[src/rtl/lc3b_types.sv]
`default_nettype none
// ============================================================================
// lc3b_types : shared LC-3b types (memory line, address, selects, arbiter FSM)
// Revision   : 1.0
// ============================================================================
package lc3b_types;

  typedef logic [127:0] lc3b_mem_line;
  typedef logic [11:0]  lc3b_line_addr;
  typedef logic [15:0]  lc3b_mem_sel;

  typedef enum logic [1:0] {
    ARB_IDLE  = 2'd0,
    ARB_GNT_I = 2'd1,
    ARB_GNT_D = 2'd2
  } lc3b_arb_state;

endpackage
`default_nettype wire

[src/rtl/arb_watchdog.sv]
`default_nettype none
// ============================================================================
// arb_watchdog : clearable wait counter flagging a stalled slave transaction
// Revision     : 1.0
// ============================================================================
module arb_watchdog #(
  parameter int TIMEOUT = 255,
  parameter int CNT_W   = 8
) (
  input  logic clk,
  input  logic rst,
  input  logic i_clr,
  input  logic i_en,
  output logic o_timeout
);

  localparam logic [CNT_W-1:0] c_limit   = CNT_W'(TIMEOUT);
  localparam logic             c_enabled = (TIMEOUT != 0);

  logic [CNT_W-1:0] r_cnt;

  always_ff @(posedge clk) begin
    if (rst || i_clr) begin
      r_cnt <= '0;
    end else if (i_en && c_enabled) begin
      r_cnt <= r_cnt + 1'b1;
    end
  end

  assign o_timeout = c_enabled && (r_cnt == c_limit);

endmodule
`default_nettype wire

[src/rtl/mem_arbiter.sv]
`default_nettype none
// ============================================================================
// mem_arbiter : round-robin wishbone arbiter (I fetch vs D mem) with watchdog
// Revision    : 1.0
// ============================================================================
module mem_arbiter
  import lc3b_types::*;
#(
  parameter int TIMEOUT = 255,
  parameter int CNT_W   = 8
) (
  input  logic          clk,
  input  logic          rst,
  input  logic          i_cyc,
  input  logic          i_stb,
  input  logic          i_we,
  input  lc3b_line_addr i_adr,
  input  lc3b_mem_sel   i_sel,
  input  lc3b_mem_line  i_dat_m,
  output logic          i_ack,
  output logic          i_rty,
  input  logic          d_cyc,
  input  logic          d_stb,
  input  logic          d_we,
  input  lc3b_line_addr d_adr,
  input  lc3b_mem_sel   d_sel,
  input  lc3b_mem_line  d_dat_m,
  output logic          d_ack,
  output logic          d_rty,
  output lc3b_mem_line  dat_s,
  output logic          s_cyc,
  output logic          s_stb,
  output logic          s_we,
  output lc3b_line_addr s_adr,
  output lc3b_mem_sel   s_sel,
  output lc3b_mem_line  s_dat_m,
  input  logic          s_ack,
  input  logic          s_rty,
  input  lc3b_mem_line  s_dat_s,
  output logic [1:0]    gnt
);

  lc3b_arb_state r_state;
  lc3b_arb_state w_next;
  logic          r_last;
  logic          w_last_nxt;
  logic          w_wd_clr;
  logic          w_wd_en;
  logic          w_timeout;
  logic          w_i_req;
  logic          w_d_req;
  logic          w_resp;

  assign w_i_req = i_cyc & i_stb;
  assign w_d_req = d_cyc & d_stb;
  assign w_resp  = s_ack | s_rty;
  assign dat_s   = s_dat_s;

  arb_watchdog #(
    .TIMEOUT (TIMEOUT),
    .CNT_W   (CNT_W)
  ) u_wd (
    .clk       (clk),
    .rst       (rst),
    .i_clr     (w_wd_clr),
    .i_en      (w_wd_en),
    .o_timeout (w_timeout)
  );

  always_ff @(posedge clk) begin
    if (rst) begin
      r_state <= ARB_IDLE;
      r_last  <= 1'b0;
    end else begin
      r_state <= w_next;
      r_last  <= w_last_nxt;
    end
  end

  always_comb begin
    w_next     = r_state;
    w_last_nxt = r_last;
    w_wd_clr   = 1'b0;
    w_wd_en    = 1'b0;
    gnt        = 2'b00;
    s_cyc      = 1'b0;
    s_stb      = 1'b0;
    s_we       = d_we;
    s_adr      = d_adr;
    s_sel      = d_sel;
    s_dat_m    = d_dat_m;
    i_ack      = 1'b0;
    i_rty      = 1'b0;
    d_ack      = 1'b0;
    d_rty      = 1'b0;

    case (r_state)
      ARB_IDLE: begin
        w_wd_clr = 1'b1;
        if (w_i_req && w_d_req) begin
          w_next = r_last ? ARB_GNT_I : ARB_GNT_D;
        end else if (w_i_req) begin
          w_next = ARB_GNT_I;
        end else if (w_d_req) begin
          w_next = ARB_GNT_D;
        end
      end

      ARB_GNT_I: begin
        gnt     = 2'b01;
        s_cyc   = i_cyc;
        s_stb   = i_stb;
        s_we    = i_we;
        s_adr   = i_adr;
        s_sel   = i_sel;
        s_dat_m = i_dat_m;
        i_ack   = s_ack;
        i_rty   = s_rty;
        // A slave response wins over both the watchdog and a dropped cyc.
        if (w_resp || w_timeout) begin
          if (!w_resp) begin
            s_cyc = 1'b0;
            s_stb = 1'b0;
            i_rty = 1'b1;
          end
          w_last_nxt = 1'b0;
          w_wd_clr   = 1'b1;
          w_next     = w_d_req ? ARB_GNT_D : ARB_IDLE;
        end else if (!i_cyc) begin
          w_last_nxt = 1'b0;
          w_wd_clr   = 1'b1;
          w_next     = ARB_IDLE;
        end else begin
          w_wd_en = 1'b1;
        end
      end

      ARB_GNT_D: begin
        gnt   = 2'b10;
        s_cyc = d_cyc;
        s_stb = d_stb;
        d_ack = s_ack;
        d_rty = s_rty;
        if (w_resp || w_timeout) begin
          if (!w_resp) begin
            s_cyc = 1'b0;
            s_stb = 1'b0;
            d_rty = 1'b1;
          end
          w_last_nxt = 1'b1;
          w_wd_clr   = 1'b1;
          w_next     = w_i_req ? ARB_GNT_I : ARB_IDLE;
        end else if (!d_cyc) begin
          w_last_nxt = 1'b1;
          w_wd_clr   = 1'b1;
          w_next     = ARB_IDLE;
        end else begin
          w_wd_en = 1'b1;
        end
      end

      default: begin
        w_next = ARB_IDLE;
      end
    endcase

    // Reset drops the slave cycle and all responses in the same cycle.
    if (rst) begin
      s_cyc = 1'b0;
      s_stb = 1'b0;
      i_ack = 1'b0;
      i_rty = 1'b0;
      d_ack = 1'b0;
      d_rty = 1'b0;
    end
  end

endmodule
`default_nettype wire
[config.mk]
export PLATFORM = sky130hd
export DESIGN_NAME = mem_arbiter
export DESIGN_NICKNAME = d
export VERILOG_FILES = /design/src/rtl/lc3b_types.sv /design/src/rtl/arb_watchdog.sv /design/src/rtl/mem_arbiter.sv
export SDC_FILE = /design/constraint.sdc
export NUM_CORES = 1
export LEC_CHECK = 0
export CAP_MARGIN = 10
export CORE_AREA = 2 2 291 293
export DETAILED_ROUTE_END_ITERATION = 8
export DIE_AREA = 0 0 293 295
export GPL_ROUTABILITY_DRIVEN = 0
export PLACE_DENSITY = 0.32
export SYNTH_ARGS = -nofsm -noshare
export SYNTH_HDL_FRONTEND = slang
export SYNTH_SLANG_ARGS = --single-unit
[constraint.sdc]
create_clock -name clk -period 2.4 [get_ports clk]
set_input_delay 0.6 -clock clk [delete_from_list [all_inputs] [get_ports clk]]
set_output_delay 0.6 -clock clk [all_outputs]
set_load 0.02 [all_outputs]
Word level (Yosys, flattened, before mapping):

Cells that the tools add are included.

* bits in registers: 11
* bits of input ports: 450
* output and inout port bits: 293

* add/sub/neg operators: 1
* equality and inequality tests: 6
* multiplexer cells: 53
* bitwise logic cells: 3
* reductions and logical operators: 7

Operators by type and width (count)
* $mux W128: 1
* $mux W1: 34
* $mux W2: 9
* $mux W16: 1
* $mux W12: 1
* $add A8 B1 Y8 const B: 1
* $eq A8 B8 Y1 const B: 1
* $pmux W1 S2: 4
* $ne A3 B3 Y1 const B: 2
* $pmux W2 S3: 1
* $reduce_and A3 Y1: 2
* $ne A4 B4 Y1 const B: 1
* $pmux W2 S2: 1
* $pmux W1 S3: 1
* $and A1 B1 Y1: 2
* $eq A2 B1 Y1 const B: 1
* $eq A2 B2 Y1 const B: 1
* $logic_not A2 Y1: 1
* $logic_or A1 B1 Y1: 2
* $reduce_bool A2 Y1: 1
* $logic_and A1 B1 Y1: 1
* $or A1 B1 Y1: 1

Depth between registers and ports, before layout:

* depth in word-level cells: 5
* mapped depth: 8

Modules after synthesis:

Synthesis repeated with hierarchy kept, for this count alone.

* cell total of the unflattened synthesis: 393
* area total of the unflattened synthesis: 3558.4 µm²

Modules (own cells, without submodules)
* mem_arbiter: instances 1, cells each 353, area an instance 3203.1 µm²
* arb_watchdog: instances 1, cells each 40, area an instance 355.3 µm²

Worst setup path before layout:

Ideal clock, no wire load.

* path type: register -> output
* from: register r_state[1]
* to: output port s_adr[0]
* arrival time: 1812 ps
* data required time: 1800 ps
* path slack: -12 ps
* stages on the path, launching flop included: 7
* buffers on the path: 3
* cell sequence: dfxtp_1 > inv_1 > ha_1 > buf_2 > clkbuf_1 > buf_2 > mux2_2

* cells in the longest elaborated chain, start to end: 2

Ends and longest elaborated chain
* from (decl): line mem_arbiter.sv:43 `lc3b_arb_state r_state;`
* from (signal assigned): line mem_arbiter.sv:75 `r_state <= w_next;`
* $eq A2 B1 Y1: line mem_arbiter.sv:97 `case (r_state)`
* $mux W12: line mem_arbiter.sv:97
* to (decl): line mem_arbiter.sv:34 `output lc3b_line_addr s_adr,`

Every way passes these cells.

Worst setup path in the final report:

* from: register r_state[1]
* to: output port s_dat_m[49]

* cells in the longest elaborated chain, start to end: 2

Ends and longest elaborated chain
* $eq A2 B1 Y1: line mem_arbiter.sv:97
* $mux W128: line mem_arbiter.sv:97
* to (decl): line mem_arbiter.sv:36 `output lc3b_mem_line s_dat_m,`

Every way passes these cells.

==> flow_summary.rst <==
.. list-table::
   :header-rows: 1

   * - Metric
     - Value
   * - Number of vias in the routed layout
     - 4679
   * - Ys flop type
     - sky130_fd_sc_hd__dfxtp_1
   * - Area of the core
     - 83200 um^2
   * - Portion of total power attributed to combinational logic
     - 83.1%
   * - Cell depth of the worst hold path
     - 2
   * - Top cell types by occurrence after synthesis
     - sky130_fd_sc_hd__mux2_2, sky130_fd_sc_hd__buf_4, sky130_fd_sc_hd__dfxtp_1
   * - Final design instance area without fill
     - 9750 um^2
   * - FF-to-FF path depth
     - 9
   * - PortBufs
     - 486
   * - Net switching fraction of the power
     - 39.3%
   * - Initial DRC Count
     - 107
   * - Average cell area after synthesis
     - 9.05 um^2
   * - Count of TritonRoute iterations in the first routing pass
     - 4
   * - Maxcap violations
     - 0
   * - Synth Instances
     - 395
   * - Clock Sinks
     - 11
   * - Post-route non-filler standard cell count
     - 1885
   * - Number of global-route vias before repair
     - 5072
   * - Starting density of the core
     - 4.30%
   * - CTS tree
     - done
   * - Synth Warn #
     - 0
   * - Source of the worst register-to-register timing path
     - r_state[1]
   * - Post-placement setup slack
     - -570 ps
   * - Count of final setup violators
     - 13
   * - Worst-Margin Slew
     - 354 ps
   * - Maximum number of pins on one net before global-route repair
     - 12
   * - Num rows
     - 106
   * - Terminus of the critical flop-to-flop path
     - u_wd.r_cnt[5]
   * - Total power
     - 0.00302 W
   * - WHS Endpoint
     - u_wd.r_cnt[5]
   * - VDD IR max
     - 176 uV
   * - Initial antenna violation count
     - 5
   * - Hold Crit Class
     - flip-flop to flip-flop
   * - Min setup slack post-route
     - -58.1 ps
   * - #FFs+latches synth
     - 11
   * - Reg2Reg Setup Slack
     - 380 ps
   * - Number of design rule violations left after detail routing
     - 0
   * - Clock network power share
     - 10.3%
   * - Clock period minus worst slack
     - 2460 ps
   * - Beginning of the worst hold path
     - u_wd.r_cnt[5]
   * - Pwr per Cell Area
     - 310 nW/um^2
   * - RSZ-0062 raised after global routing
     - true
   * - Sequential-to-total area share from yosys stat
     - 6.16%
   * - Mapped Area
     - 3580 um^2
   * - Antenna diode count
     - 0
   * - Distinct cell type count of the synthesized netlist
     - 37
   * - Flop pwr share
     - 6.6%
   * - Buffer cell driving the clock tree root
     - sky130_fd_sc_hd__clkbuf_16
   * - Crit share post-route
     - 102%
   * - CTS H-Tree Depth
     - 1
   * - WL per Instance
     - 18.9 um
   * - Layout cells sized above 1
     - 48.9%
   * - Clk buf depth
     - 2
   * - DIE AREA
     - 86400 um^2
   * - Status
     - finished, violations left
   * - Post-detail-place hpwl
     - 31400 um
   * - Routed wire length
     - 35600 um
   * - Clock latency on the worst-skew pair
     - 240 ps
   * - Global-route usage over all layers
     - 7.56%
   * - First-pass GRT wire length
     - 44000 um
   * - Fraction of synthesis flops using an asynchronous set or reset pin
     - 0%
   * - Final slew viol count
     - 0
   * - Standard cell area after detailed placement
     - 9090 um^2
   * - Number of primary I/O pins
     - 743
   * - Leading cell type by number of instances after synthesis
     - sky130_fd_sc_hd__mux2_2
   * - Final-stage net count
     - 1262
   * - Worst setup path class
     - flip-flop to output pin
   * - Top-area cell type share of the netlist area
     - 49.8%
   * - Number of fill cells in the layout
     - 9583
   * - Placed instance count
     - 1860
   * - Syn-to-layout area delta
     - 173%
   * - CTS Hold Bufs
     - 0
   * - Cell taking the most area after synthesis
     - sky130_fd_sc_hd__mux2_2
   * - Highest net fanout along the worst path
     - 8
   * - Top cells by area, synth
     - sky130_fd_sc_hd__mux2_2, sky130_fd_sc_hd__buf_4, sky130_fd_sc_hd__dfxtp_1
   * - Die Y-Extent
     - 295 um
   * - Slew headroom
     - 76.4%
   * - Setup TNS after final layout
     - -391 ps
   * - Maximum frequency from static timing analysis
     - 407 MHz
   * - Antenna Nets Post-Route
     - 0
   * - Clock skew
     - 2.64 ps
   * - Arrival time worst endpoint
     - 1860 ps
   * - Internal power
     - 0.00183 W
   * - Leakage Power
     - 3.65 nW
   * - Number of vias per cell
     - 2.48
   * - Horiz. Die Dim
     - 293 um
   * - CTS Buf Count
     - 3
   * - Failing checks
     - setup timing
   * - Data required time of the worst path
     - 1800 ps
   * - Post-synthesis net count
     - 851
   * - Total overflow reported by the global router
     - 0
   * - Final count of hold timing violations
     - 0
   * - Count of flip-flops with a built-in enable after synthesis
     - 0
   * - Startpoint type of the worst setup path
     - flip-flop
   * - Endpoint type of the worst setup path
     - output pin
   * - Clock transition at the registers of the reported paths
     - 50 ps
   * - Switching power summed over all nets
     - 0.00119 W
## timing repair
| action | in CTS | in global routing |
|---|---|---|
| gates cloned | 3 | 1 |
| gates resized for setup | 575 | 74 |
| pin swaps | 2 | 3 |
| setup buffers | 19 | 1 |
| setup endpoints to repair | 159 | 124 |
## layer usage
layer	vias up	track usage, %	part of all wire (%)
li1	2093	-	-
met1	2106	7.97	36
met2	414	12.8	46
met3	60	4.07	14
met4	6	2.68	3.7
met5	-	0	0.11
## critical path: stages (launching register included)
cell and delay, ps:
sky130_fd_sc_hd__dfxtp_2 320, sky130_fd_sc_hd__inv_2 50, sky130_fd_sc_hd__ha_4 180, sky130_fd_sc_hd__buf_12 150, sky130_fd_sc_hd__buf_12 150, sky130_fd_sc_hd__buf_12 130, sky130_fd_sc_hd__buf_12 130, sky130_fd_sc_hd__mux2_4 340
sky130_fd_sc_hd__buf_6 150
## worst max-delay path by stage
stage                           from           to  slack, ps  depth (start not counted)
after floorplan           r_state[1]     s_adr[0]         80                          6
after CTS                 r_state[1]  s_dat_m[51]        -80                          8
after detailed placement       s_ack        d_rty       -570                          5
final                     r_state[1]  s_dat_m[49]        -60                          8
after global placement         s_ack        d_rty       -580                          5
after global routing      r_state[1]  s_dat_m[51]       -100                          8
## through the flow
| step | util (%) | hold slack (ps) |
|---|---|---|
| finish | 11.7 | 554 |
| global route | 11.7 | 570 |
| floorplan | - | 465 |
| global placement | 10.9 | 519 |
| detailed placement | 10.9 | 534 |
| CTS | 11.5 | 543 |
## power by group through the flow
stage,Clock [W],Combinational [W],Sequential (W)
after floorplan,0,0.00118,0.000201
after global placement,0,0.00235,0.000202
after detailed placement,0,0.00234,0.000202
after CTS,0.000322,0.00251,0.000200
after global routing,0.000332,0.00268,0.000202
final,0.000310,0.00251,0.000200
## area by class of cell
class | count | area [um^2] | share of cell area [%]
multi-input combinational | 230 | 2570 | 26.3
sequential | 11 | 225 | 2.31
tap | 1080 | 1350 | 13.9
inverter | 6 | 22.5 | 0.231
timing repair buffer | 554 | 5500 | 56.4
clock buffer | 4 | 78.8 | 0.809
## state kept, by name, indices dropped and copies added, names as in the netlist
signal      count
u_wd.r_cnt      8
r_state         2
r_last          1
## cell usage in the layout, fill, tap and decap left out, types with 8 or more instances in the layout
cell type	netlist	routed
sky130_fd_sc_hd__buf_2	10	66
sky130_fd_sc_hd__mux2_4	0	65
sky130_fd_sc_hd__buf_12	0	16
sky130_fd_sc_hd__a21oi_1	9	8
sky130_fd_sc_hd__clkdlybuf4s15_1	0	12
sky130_fd_sc_hd__clkdlybuf4s50_1	0	319
sky130_fd_sc_hd__mux2_2	158	93
sky130_fd_sc_hd__dfxtp_1	11	9
sky130_fd_sc_hd__buf_8	0	19
sky130_fd_sc_hd__buf_6	0	64
sky130_fd_sc_hd__buf_4	128	45
## kinds of logic (layout without fill, tap and decap cells)
family | Yosys count | count (layout) | synth area share [%]
xor gates and xnor gates | 1 | 1 | 0.245
muxes | 159 | 159 | 50.0
and+or+nand+nor | 34 | 34 | 5.49
AOI/OAI and AO/OA | 30 | 30 | 6.02
adders and majority gates | 6 | 6 | 2.10
buffers and inverters | 154 | 564 | 30.0
DFF | 11 | 11 | 6.16
No activity file was read; power rests on OpenSTA's default activity.
